--- src/rtl/fifo_pkg.sv ---
// Shared definitions for the byte-FIFO word packer: default width, slot encoding
// and the lanes-filled to keep-mask helper.
package fifo_pkg;

  localparam int unsigned DATA_WIDTH_DEFAULT = 8;
  localparam int unsigned MAX_LANES          = 32;

  typedef enum logic {
    SLOT_EMPTY = 1'b0,
    SLOT_FULL  = 1'b1
  } slot_state_e;

  // Mask with the low `lanes` bits set; callers truncate to their lane count.
  function automatic logic [MAX_LANES-1:0] keep_mask(input int unsigned lanes);
    logic [MAX_LANES-1:0] mask;
    mask = '0;
    for (int unsigned i = 0; i < MAX_LANES; i++) begin
      if (i < lanes) mask[i] = 1'b1;
    end
    return mask;
  endfunction

endpackage

--- src/rtl/fifo_word_packer_if.sv ---
// FIFO read port plus valid/ready word output of the packer, grouped as one bundle.
interface fifo_word_packer_if #(
  parameter int unsigned DATA_WIDTH     = fifo_pkg::DATA_WIDTH_DEFAULT,
  parameter int unsigned BYTES_PER_WORD = 4
);

  logic                                 fifo_empty;
  logic [DATA_WIDTH-1:0]                fifo_data;
  logic                                 fifo_read_en;
  logic                                 flush;
  logic                                 out_valid;
  logic                                 out_ready;
  logic [DATA_WIDTH*BYTES_PER_WORD-1:0] out_data;
  logic [BYTES_PER_WORD-1:0]            out_keep;

  modport master (
    input  fifo_empty, fifo_data, flush, out_ready,
    output fifo_read_en, out_valid, out_data, out_keep
  );

  modport slave (
    output fifo_empty, fifo_data, flush, out_ready,
    input  fifo_read_en, out_valid, out_data, out_keep
  );

endinterface

--- src/rtl/packer_idle_timer.sv ---
// Saturating idle counter: clear wins over enable, done while held at LIMIT.
// LIMIT of 0 disables the counter and keeps done low.
module packer_idle_timer #(
  parameter int unsigned LIMIT = 8
) (
  input  logic clk,
  input  logic reset,
  input  logic clear,
  input  logic enable,
  output logic done
);

  localparam int unsigned CNT_WIDTH = (LIMIT > 0) ? $clog2(LIMIT + 1) : 1;
  localparam logic [CNT_WIDTH-1:0] CNT_MAX = CNT_WIDTH'(LIMIT);

  logic [CNT_WIDTH-1:0] count_q, count_d;

  always_comb begin
    count_d = count_q;
    if (clear) begin
      count_d = '0;
    end else if (enable && (LIMIT != 0) && (count_q != CNT_MAX)) begin
      count_d = count_q + CNT_WIDTH'(1);
    end
  end

  always_ff @(posedge clk) begin
    if (reset) count_q <= '0;
    else       count_q <= count_d;
  end

  assign done = (LIMIT != 0) && (count_q == CNT_MAX);

endmodule

--- src/rtl/fifo_word_packer.sv ---
// Drains a show-ahead byte FIFO and packs bytes little-endian into keep-masked words,
// emitting partial words on flush or idle timeout.
module fifo_word_packer
  import fifo_pkg::*;
#(
  parameter int unsigned DATA_WIDTH     = DATA_WIDTH_DEFAULT,
  parameter int unsigned BYTES_PER_WORD = 4,
  parameter int unsigned TIMEOUT        = 8
) (
  input logic                clk,
  input logic                reset,
  fifo_word_packer_if.master bus
);

  localparam int unsigned WORD_WIDTH = DATA_WIDTH * BYTES_PER_WORD;
  localparam int unsigned IDX_WIDTH  = $clog2(BYTES_PER_WORD + 1);
  localparam logic [IDX_WIDTH-1:0] LAST_IDX = IDX_WIDTH'(BYTES_PER_WORD - 1);

  slot_state_e               slot_q, slot_d;
  logic [WORD_WIDTH-1:0]     asm_data_q, asm_data_d, asm_merged;
  logic [IDX_WIDTH-1:0]      asm_idx_q, asm_idx_d;
  logic                      flush_pending_q, flush_pending_d;
  logic [WORD_WIDTH-1:0]     out_data_q, out_data_d;
  logic [BYTES_PER_WORD-1:0] out_keep_q, out_keep_d;
  logic [BYTES_PER_WORD-1:0] partial_keep;

  logic out_valid, slot_free, accept, has_partial;
  logic pop, pop_last, partial_emit, load, timer_done;

  assign out_valid   = (slot_q == SLOT_FULL);
  assign slot_free   = !out_valid || bus.out_ready;
  assign accept      = out_valid && bus.out_ready;
  assign has_partial = (asm_idx_q != '0);

  // The last lane may only be popped when the completed word has somewhere to go.
  assign pop = !reset && !bus.fifo_empty && !flush_pending_q &&
               !((asm_idx_q == LAST_IDX) && !slot_free);
  assign pop_last     = pop && (asm_idx_q == LAST_IDX);
  assign partial_emit = has_partial && !pop && slot_free &&
                        (flush_pending_q || bus.flush || timer_done);
  assign load         = pop_last || partial_emit;
  assign partial_keep = BYTES_PER_WORD'(keep_mask(32'(asm_idx_q)));

  always_comb begin
    asm_merged = asm_data_q;
    for (int k = 0; k < BYTES_PER_WORD; k++) begin
      if (asm_idx_q == IDX_WIDTH'(k)) asm_merged[k*DATA_WIDTH +: DATA_WIDTH] = bus.fifo_data;
    end
  end

  // Assembly lanes are cleared on every hand-off so unfilled lanes read as zero.
  always_comb begin
    asm_data_d      = asm_data_q;
    asm_idx_d       = asm_idx_q;
    flush_pending_d = flush_pending_q;
    out_data_d      = out_data_q;
    out_keep_d      = out_keep_q;

    if (pop_last) begin
      out_data_d = asm_merged;
      out_keep_d = '1;
      asm_data_d = '0;
      asm_idx_d  = '0;
    end else if (pop) begin
      asm_data_d = asm_merged;
      asm_idx_d  = asm_idx_q + IDX_WIDTH'(1);
    end else if (partial_emit) begin
      out_data_d = asm_data_q;
      out_keep_d = partial_keep;
      asm_data_d = '0;
      asm_idx_d  = '0;
    end

    // A flush that completes a full word leaves nothing behind to flush.
    if (partial_emit) begin
      flush_pending_d = 1'b0;
    end else if (bus.flush && !pop_last && (has_partial || pop)) begin
      flush_pending_d = 1'b1;
    end
  end

  always_comb begin
    slot_d = slot_q;
    unique case (slot_q)
      SLOT_EMPTY: if (load) slot_d = SLOT_FULL;
      SLOT_FULL:  if (accept && !load) slot_d = SLOT_EMPTY;
      default:    slot_d = SLOT_EMPTY;
    endcase
  end

  always_ff @(posedge clk) begin
    if (reset) begin
      slot_q          <= SLOT_EMPTY;
      asm_data_q      <= '0;
      asm_idx_q       <= '0;
      flush_pending_q <= 1'b0;
      out_data_q      <= '0;
      out_keep_q      <= '0;
    end else begin
      slot_q          <= slot_d;
      asm_data_q      <= asm_data_d;
      asm_idx_q       <= asm_idx_d;
      flush_pending_q <= flush_pending_d;
      out_data_q      <= out_data_d;
      out_keep_q      <= out_keep_d;
    end
  end

  packer_idle_timer #(
    .LIMIT (TIMEOUT)
  ) u_idle_timer (
    .clk    (clk),
    .reset  (reset),
    .clear  (pop || load),
    .enable (has_partial && !pop),
    .done   (timer_done)
  );

  assign bus.fifo_read_en = pop;
  assign bus.out_valid    = out_valid;
  assign bus.out_data     = out_data_q;
  assign bus.out_keep     = out_keep_q;

endmodule
--- src/flat_wrapper.sv ---
// flat-port wrapper written by rule: the top's interface ports become plain ports
module fifo_word_packer_flat import fifo_pkg::*;
#(
  parameter int unsigned DATA_WIDTH     = DATA_WIDTH_DEFAULT,
  parameter int unsigned BYTES_PER_WORD = 4,
  parameter int unsigned TIMEOUT        = 8
)
  (clk, reset, bus_fifo_empty, bus_fifo_data, bus_flush, bus_out_ready, bus_fifo_read_en, bus_out_valid, bus_out_data, bus_out_keep);
  fifo_word_packer_if #(.DATA_WIDTH(DATA_WIDTH), .BYTES_PER_WORD(BYTES_PER_WORD)) bus_i ();
  input logic clk;
  input logic reset;
  input wire logic [$bits(bus_i.fifo_empty)-1:0] bus_fifo_empty;
  input wire logic [$bits(bus_i.fifo_data)-1:0] bus_fifo_data;
  input wire logic [$bits(bus_i.flush)-1:0] bus_flush;
  input wire logic [$bits(bus_i.out_ready)-1:0] bus_out_ready;
  output wire logic [$bits(bus_i.fifo_read_en)-1:0] bus_fifo_read_en;
  output wire logic [$bits(bus_i.out_valid)-1:0] bus_out_valid;
  output wire logic [$bits(bus_i.out_data)-1:0] bus_out_data;
  output wire logic [$bits(bus_i.out_keep)-1:0] bus_out_keep;
  assign bus_i.fifo_empty = bus_fifo_empty;
  assign bus_i.fifo_data = bus_fifo_data;
  assign bus_i.flush = bus_flush;
  assign bus_i.out_ready = bus_out_ready;
  assign bus_fifo_read_en = bus_i.fifo_read_en;
  assign bus_out_valid = bus_i.out_valid;
  assign bus_out_data = bus_i.out_data;
  assign bus_out_keep = bus_i.out_keep;
  fifo_word_packer #(.DATA_WIDTH(DATA_WIDTH), .BYTES_PER_WORD(BYTES_PER_WORD), .TIMEOUT(TIMEOUT)) u_core (.clk(clk), .reset(reset), .bus(bus_i));
endmodule
--- config.mk ---
export PLATFORM = sky130hd
export DESIGN_NAME = fifo_word_packer_flat
export DESIGN_NICKNAME = d
export VERILOG_FILES = /design/src/rtl/fifo_pkg.sv /design/src/rtl/fifo_word_packer_if.sv /design/src/rtl/packer_idle_timer.sv /design/src/rtl/fifo_word_packer.sv /design/src/flat_wrapper.sv
export SDC_FILE = /design/constraint.sdc
export NUM_CORES = 1
export LEC_CHECK = 0
export BUFFER_PORTS_ARGS = -buffer_cell sky130_fd_sc_hd__buf_4
export CAP_MARGIN = 30
export CORE_ASPECT_RATIO = 1.75
export CORE_MARGIN = 5
export CORE_UTILIZATION = 63
export CTS_BUF_LIST = sky130_fd_sc_hd__clkbuf_2 sky130_fd_sc_hd__clkbuf_4 sky130_fd_sc_hd__clkbuf_8
export CTS_CLUSTER_SIZE = 8
export DETAILED_ROUTE_END_ITERATION = 10
export GPL_ROUTABILITY_DRIVEN = 0
export HOLD_SLACK_MARGIN = 0.03
export PLACE_DENSITY = 0.87
export RECOVER_POWER = 50
export SYNTH_ARGS = -nofsm -noshare
export SYNTH_HDL_FRONTEND = slang
export SYNTH_HIERARCHICAL = 1
export SYNTH_SLANG_ARGS = --single-unit
--- constraint.sdc ---
create_clock -name clk -period 6 [get_ports clk]
set_clock_uncertainty 0.15 [all_clocks]
set_input_delay 1.5 -clock clk [delete_from_list [all_inputs] [get_ports clk]]
set_output_delay 1.5 -clock clk [all_outputs]
set_load 0.05 [all_outputs]
### Word level (Yosys, flattened, before mapping)

Index checks and enable logic that the tools add are counted.
Widths: inputs -> output; s select.

* eq/ne operators: 6
* add/sub/neg operators: 2
* reductions and logical operators: 36
* mux-type cells: 21
* bitwise operators: 1
* multiply operators: 0
* divide/modulo/power cells: 0
* shift operators: 0
* magnitude comparators: 4

Operators with widths (count)
* $mux 32: 5
* $mux 8: 4
* $logic_and 1x1->1: 13
* $mux 4: 3
* $logic_not 1->1: 9
* $eq 3x2->1 const B: 2
* $logic_or 1x1->1: 6
* $lt 1x3->1 const A: 2
* $lt 2x3->1 const A: 2
* $mux 1: 6
* $mux 3: 2
* $reduce_or 2->1: 3
* $add 4x1->4 const B: 1
* $eq 4x4->1 const B: 1
* $ne 4x4->1 const B: 1
* $reduce_bool 2->1: 2
* $add 3x1->3 const B: 1
* $eq 3x1->1 const B: 1
* $logic_not 3->1: 1
* $reduce_bool 3->1: 1
* $ne 2x2->1 const B: 1
* $pmux 1 s2: 1
* $reduce_and 2->1: 1
* $not 1->1: 1

* memory bits (writable): 0
* input bits: 13
* logic and storage cells: 77
* bits in registers: 77
* memory bits (read-only): 0
* latch bits: 0
* memories: 0

### Longest topological paths before layout

* depth after elaboration: 15
* mapped depth: 10
* mapped depth without buffers: 10

### Modules after synthesis

The synthesis kept the hierarchy.

Modules (own cells, without submodules)
* fifo_word_packer: seq. area each 1461.4 µm², area each 3241.9 µm², times used 1, cells an instance 348
* packer_idle_timer: seq. area each 80.1 µm², area each 224.0 µm², times used 1, cells an instance 25

### Worst setup path before layout

OpenSTA, ideal clock, no wires.

* kind: input -> output
* start point: input reset
* end point: output bus_fifo_read_en
* setup slack: 1.721 ns
* data arrival time: 2.629 ns
* stages on the path: 5
* data required time: 4.350 ns
* path buffers: 2
* cells stage by stage: buf_2 -> nor3_2 -> buf_2 -> o21ai_0 -> inv_1

* word-level cells in the longest chain between the ends: 4

Ends and longest elaborated chain
* start: declaration: line flat_wrapper.sv:11 `input logic reset;`
* $logic_not 1->1: line fifo_word_packer.sv:36 `assign pop = !reset && !bus.fifo_empty && !flush_pending_q &&`
* $logic_and 1x1->1 (3 in series): line fifo_word_packer.sv:36
* end: declaration: line flat_wrapper.sv:16 `output wire logic [$bits(bus_i.fifo_read_en)-1:0] bus_fifo_read_en;`

Every way passes these cells.

### Worst setup path in the final report

Same ends and word-level chain as after synthesis.

==> impl_metrics.csv <==
group,metric,value,unit
run_status,status,"finished with violations",
run_status,violations,"max-capacitance violations, max-slew violations",
route,first_pass_iters,4,
timing,fin_crit,5.13,ns
clocking,cts_resized,0,
yosys,synthTopCellsByArea,"dfxtp_1 44%, nor3_1 8.1%, nor4_2 5.8%",
worst_setup_path,critical_path_class,"input port to output pin",
final_layout,layout_common_cells,"77 x dfxtp_1, 57 x nor3_1, 37 x clkbuf_1",
yosys,netlist_area,3470,um^2
worst_setup_path,cp-start-kind,"input port",
timing,timing.hold.ws,0.316,ns
final_layout,nets,425,
power_and_ir_drop,switching_power,0.359,mW
final_layout,diodes,0,
global_routing,grt_pass1_vias,2984,
yosys,async_flop_share,0,
power_and_ir_drop,peakVddDrop,0.217,mV
place,place_area,3820,um^2
global_routing,grt_max_degree,54,
place,io_buffers,50,
power_and_ir_drop,clkPwrFrac,0.323,
timing,period_share,0.854,
global_routing,grt_overflow,0,
timing,worst_slew_pin_slew,2.10,ns
worst_setup_path,endpoint_kind,"output pin",
timing,setup-violations-final,0,
yosys,yosys_warnings,6,
yosys,synth_area_per_cell,9.29,um^2
yosys,ys.flop_type,"dfxtp_1",
final_layout,drive_gt1_frac,0.151,
clocking,root_buffer,"clkbuf_8",
final_layout,final_common_cell,"dfxtp_1",
power_and_ir_drop,p_int,0.795,mW
clocking,htree_num_levels,3,
timing,maxSlewViolCount,33,
global_routing,grt_usage,0.254,
timing,hold_violations,0,
run,cap_viol_max_count,2,
floorplanning,start_util,0.654,
route,ant_nets,0,
clocking,cts_setup_buffers,0,
yosys,synth_nets,391,
worst_setup_path,crit_required,4.35,ns
power_and_ir_drop,p_comb_frac,0.195,
floorplanning,rows,35,
timing,fmax,0.195,GHz
clocking,cts_num_sinks,77,
clocking,cts_tree,"done",
global_routing,antenna_found_initial,0,
worst_setup_path,crit_path_max_fanout,44,
timing,slew_headroom,-0.414,
clocking,holdBufCountCts,0,
route,wire_per_inst,17.6,um
clocking,insertion_delay,0.35,ns
route,via_per_inst,6.28,
timing,rsz0062_at_grt,"false",
route,finalWirelength,8.54,mm
floorplanning,io_pins,51,
min_path,hp-class,"flip-flop to flip-flop",
power_and_ir_drop,power,1.15,mW
worst_setup_path,crit_arrival,3.48,ns
floorplanning,dieArea,7140,um^2
yosys,synth_enable_flop_cells,0,
global_routing,grt_pass1_wl,14.0,mm
route,drt-initial-drc-count,232,
route,drc_errors,0,
yosys,yosysTopAreaCell,"dfxtp_1",
floorplanning,core,5300,um^2
power_and_ir_drop,pwr-share-seq,0.482,
clocking,cts_buffer_depth,2,
power_and_ir_drop,p_leak,1.35,nW
yosys,ys_types,44,
clocking,path_clk_slew,0.07,ns
power_and_ir_drop,power_density,301,nW/um^2
yosys,synth_top_area_share,0.445,
yosys,synth-seq-cells,77,
final_layout,stdcell_area,3830,um^2
floorplanning,die_y,108,um
yosys,netlist_instances,373,
timing,fin_tns_setup,0,ns
clocking,cts_buffers,9,
route,vias,3046,
yosys,ys_seq_area_frac,0.445,
place,dp_hpwl,5.53,mm
final_layout,area_growth,10.6,%
power_and_ir_drop,switching_share,0.311,
floorplanning,die_w,66.1,um
## sequential cells by signal, summed over array words and instances (netlist names)
| register | cells |
|---|---|
| u_core/u_idle_timer/count_q | 4 |
| u_core/bus.out_keep | 4 |
| u_core/bus.out_valid | 1 |
| u_core/asm_data_q | 32 |
| u_core/asm_idx_q | 3 |
| u_core/flush_pending_q | 1 |
| u_core/bus.out_data | 32 |
## through the flow
step / worst slack (ns) / std cells / util
global placement: 1.31 / 469 / 0.719
detailed placement: 1.21 / 470 / 0.720
finish: 0.874 / 485 / 0.723
global route: 0.562 / 485 / 0.723
floorplan: 1.72 / 373 / -
CTS: 1.17 / 485 / 0.755
## per-layer routing
metal | GRT usage | up-vias | share of wire
li1 | - | 1443 | -
met1 | 0.289 | 1452 | 0.38
met2 | 0.431 | 128 | 0.52
met3 | 0.0624 | 23 | 0.070
met4 | 0.134 | 0 | 0.036
met5 | 0 | - | 0
## synth_stat cells, types with 2 or more instances
| library cell | n |
|---|---|
| a32o_1 | 17 |
| nor2_1 | 16 |
| o21ai_0 | 10 |
| o211ai_1 | 3 |
| nand3_1 | 14 |
| nor2_2 | 2 |
| mux2i_1 | 3 |
| nand4_1 | 2 |
| nand2_1 | 16 |
| or3_1 | 3 |
| clkbuf_1 | 20 |
| dfxtp_1 | 77 |
| buf_2 | 9 |
| mux2_2 | 6 |
| a31oi_1 | 3 |
| and3_1 | 8 |
| nor4_2 | 16 |
| a211oi_1 | 14 |
| a21oi_1 | 12 |
| o22ai_1 | 9 |
| a21boi_0 | 2 |
| o2bb2ai_1 | 3 |
| buf_6 | 3 |
| nor4_1 | 3 |
| nor2b_1 | 13 |
| nor3_1 | 56 |
| inv_1 | 12 |
| ha_1 | 5 |
## worst max-delay path, cell delays in order
cell	delay (ns)
buf_4	0.27
nor3_1	0.94
o21ai_0	0.33
inv_1	0.20
buf_4	0.22
## layout make-up
cell class | instances | area (um^2)
clock buffers | 10 | 131
clock inverters | 5 | 52.6
fillers | 444 | 1470
inverters | 13 | 48.8
multi-input cells | 250 | 1690
flip-flops and latches | 77 | 1540
well taps | 74 | 92.6
repair buffers | 56 | 282
## kinds of logic (layout without fill, tap and decap cells)
| group | Yosys count | count (layout) | synth area share |
|---|---|---|---|
| AND/OR/NAND/NOR | 159 | 159 | 0.282 |
| flip-flops | 77 | 77 | 0.445 |
| AO/OA/AOI/OAI | 76 | 76 | 0.164 |
| buffers and inverters | 46 | 84 | 0.0606 |
| multiplexers | 9 | 9 | 0.0282 |
| adder cells (fa/ha/maj) | 5 | 5 | 0.0181 |
| XOR/XNOR | 1 | 1 | 0.00253 |
## worst paths after layout
check                              start                             end  slack, ns  cells past startpoint
setup / recovery                   reset                bus_fifo_read_en       0.87                      5
hold / removal    u_core/bus.out_data[9]          u_core/bus.out_data[9]       0.32                      2
setup reg to reg     u_core/asm_idx_q[0]  u_core/u_idle_timer/count_q[2]       1.79                      9
hold reg to reg   u_core/bus.out_data[9]          u_core/bus.out_data[9]       0.32                      2
## power by group through the flow
stage | clock network (mW) | logic [mW] | registers [mW]
final | 0.373 | 0.225 | 0.557
after global placement | 0 | 0.235 | 0.567
after global routing | 0.403 | 0.241 | 0.560
after CTS | 0.378 | 0.242 | 0.557
after floorplan | 0 | 0.116 | 0.626
after detailed placement | 0 | 0.240 | 0.569
Note: power is estimated with default switching activity, not from simulation.
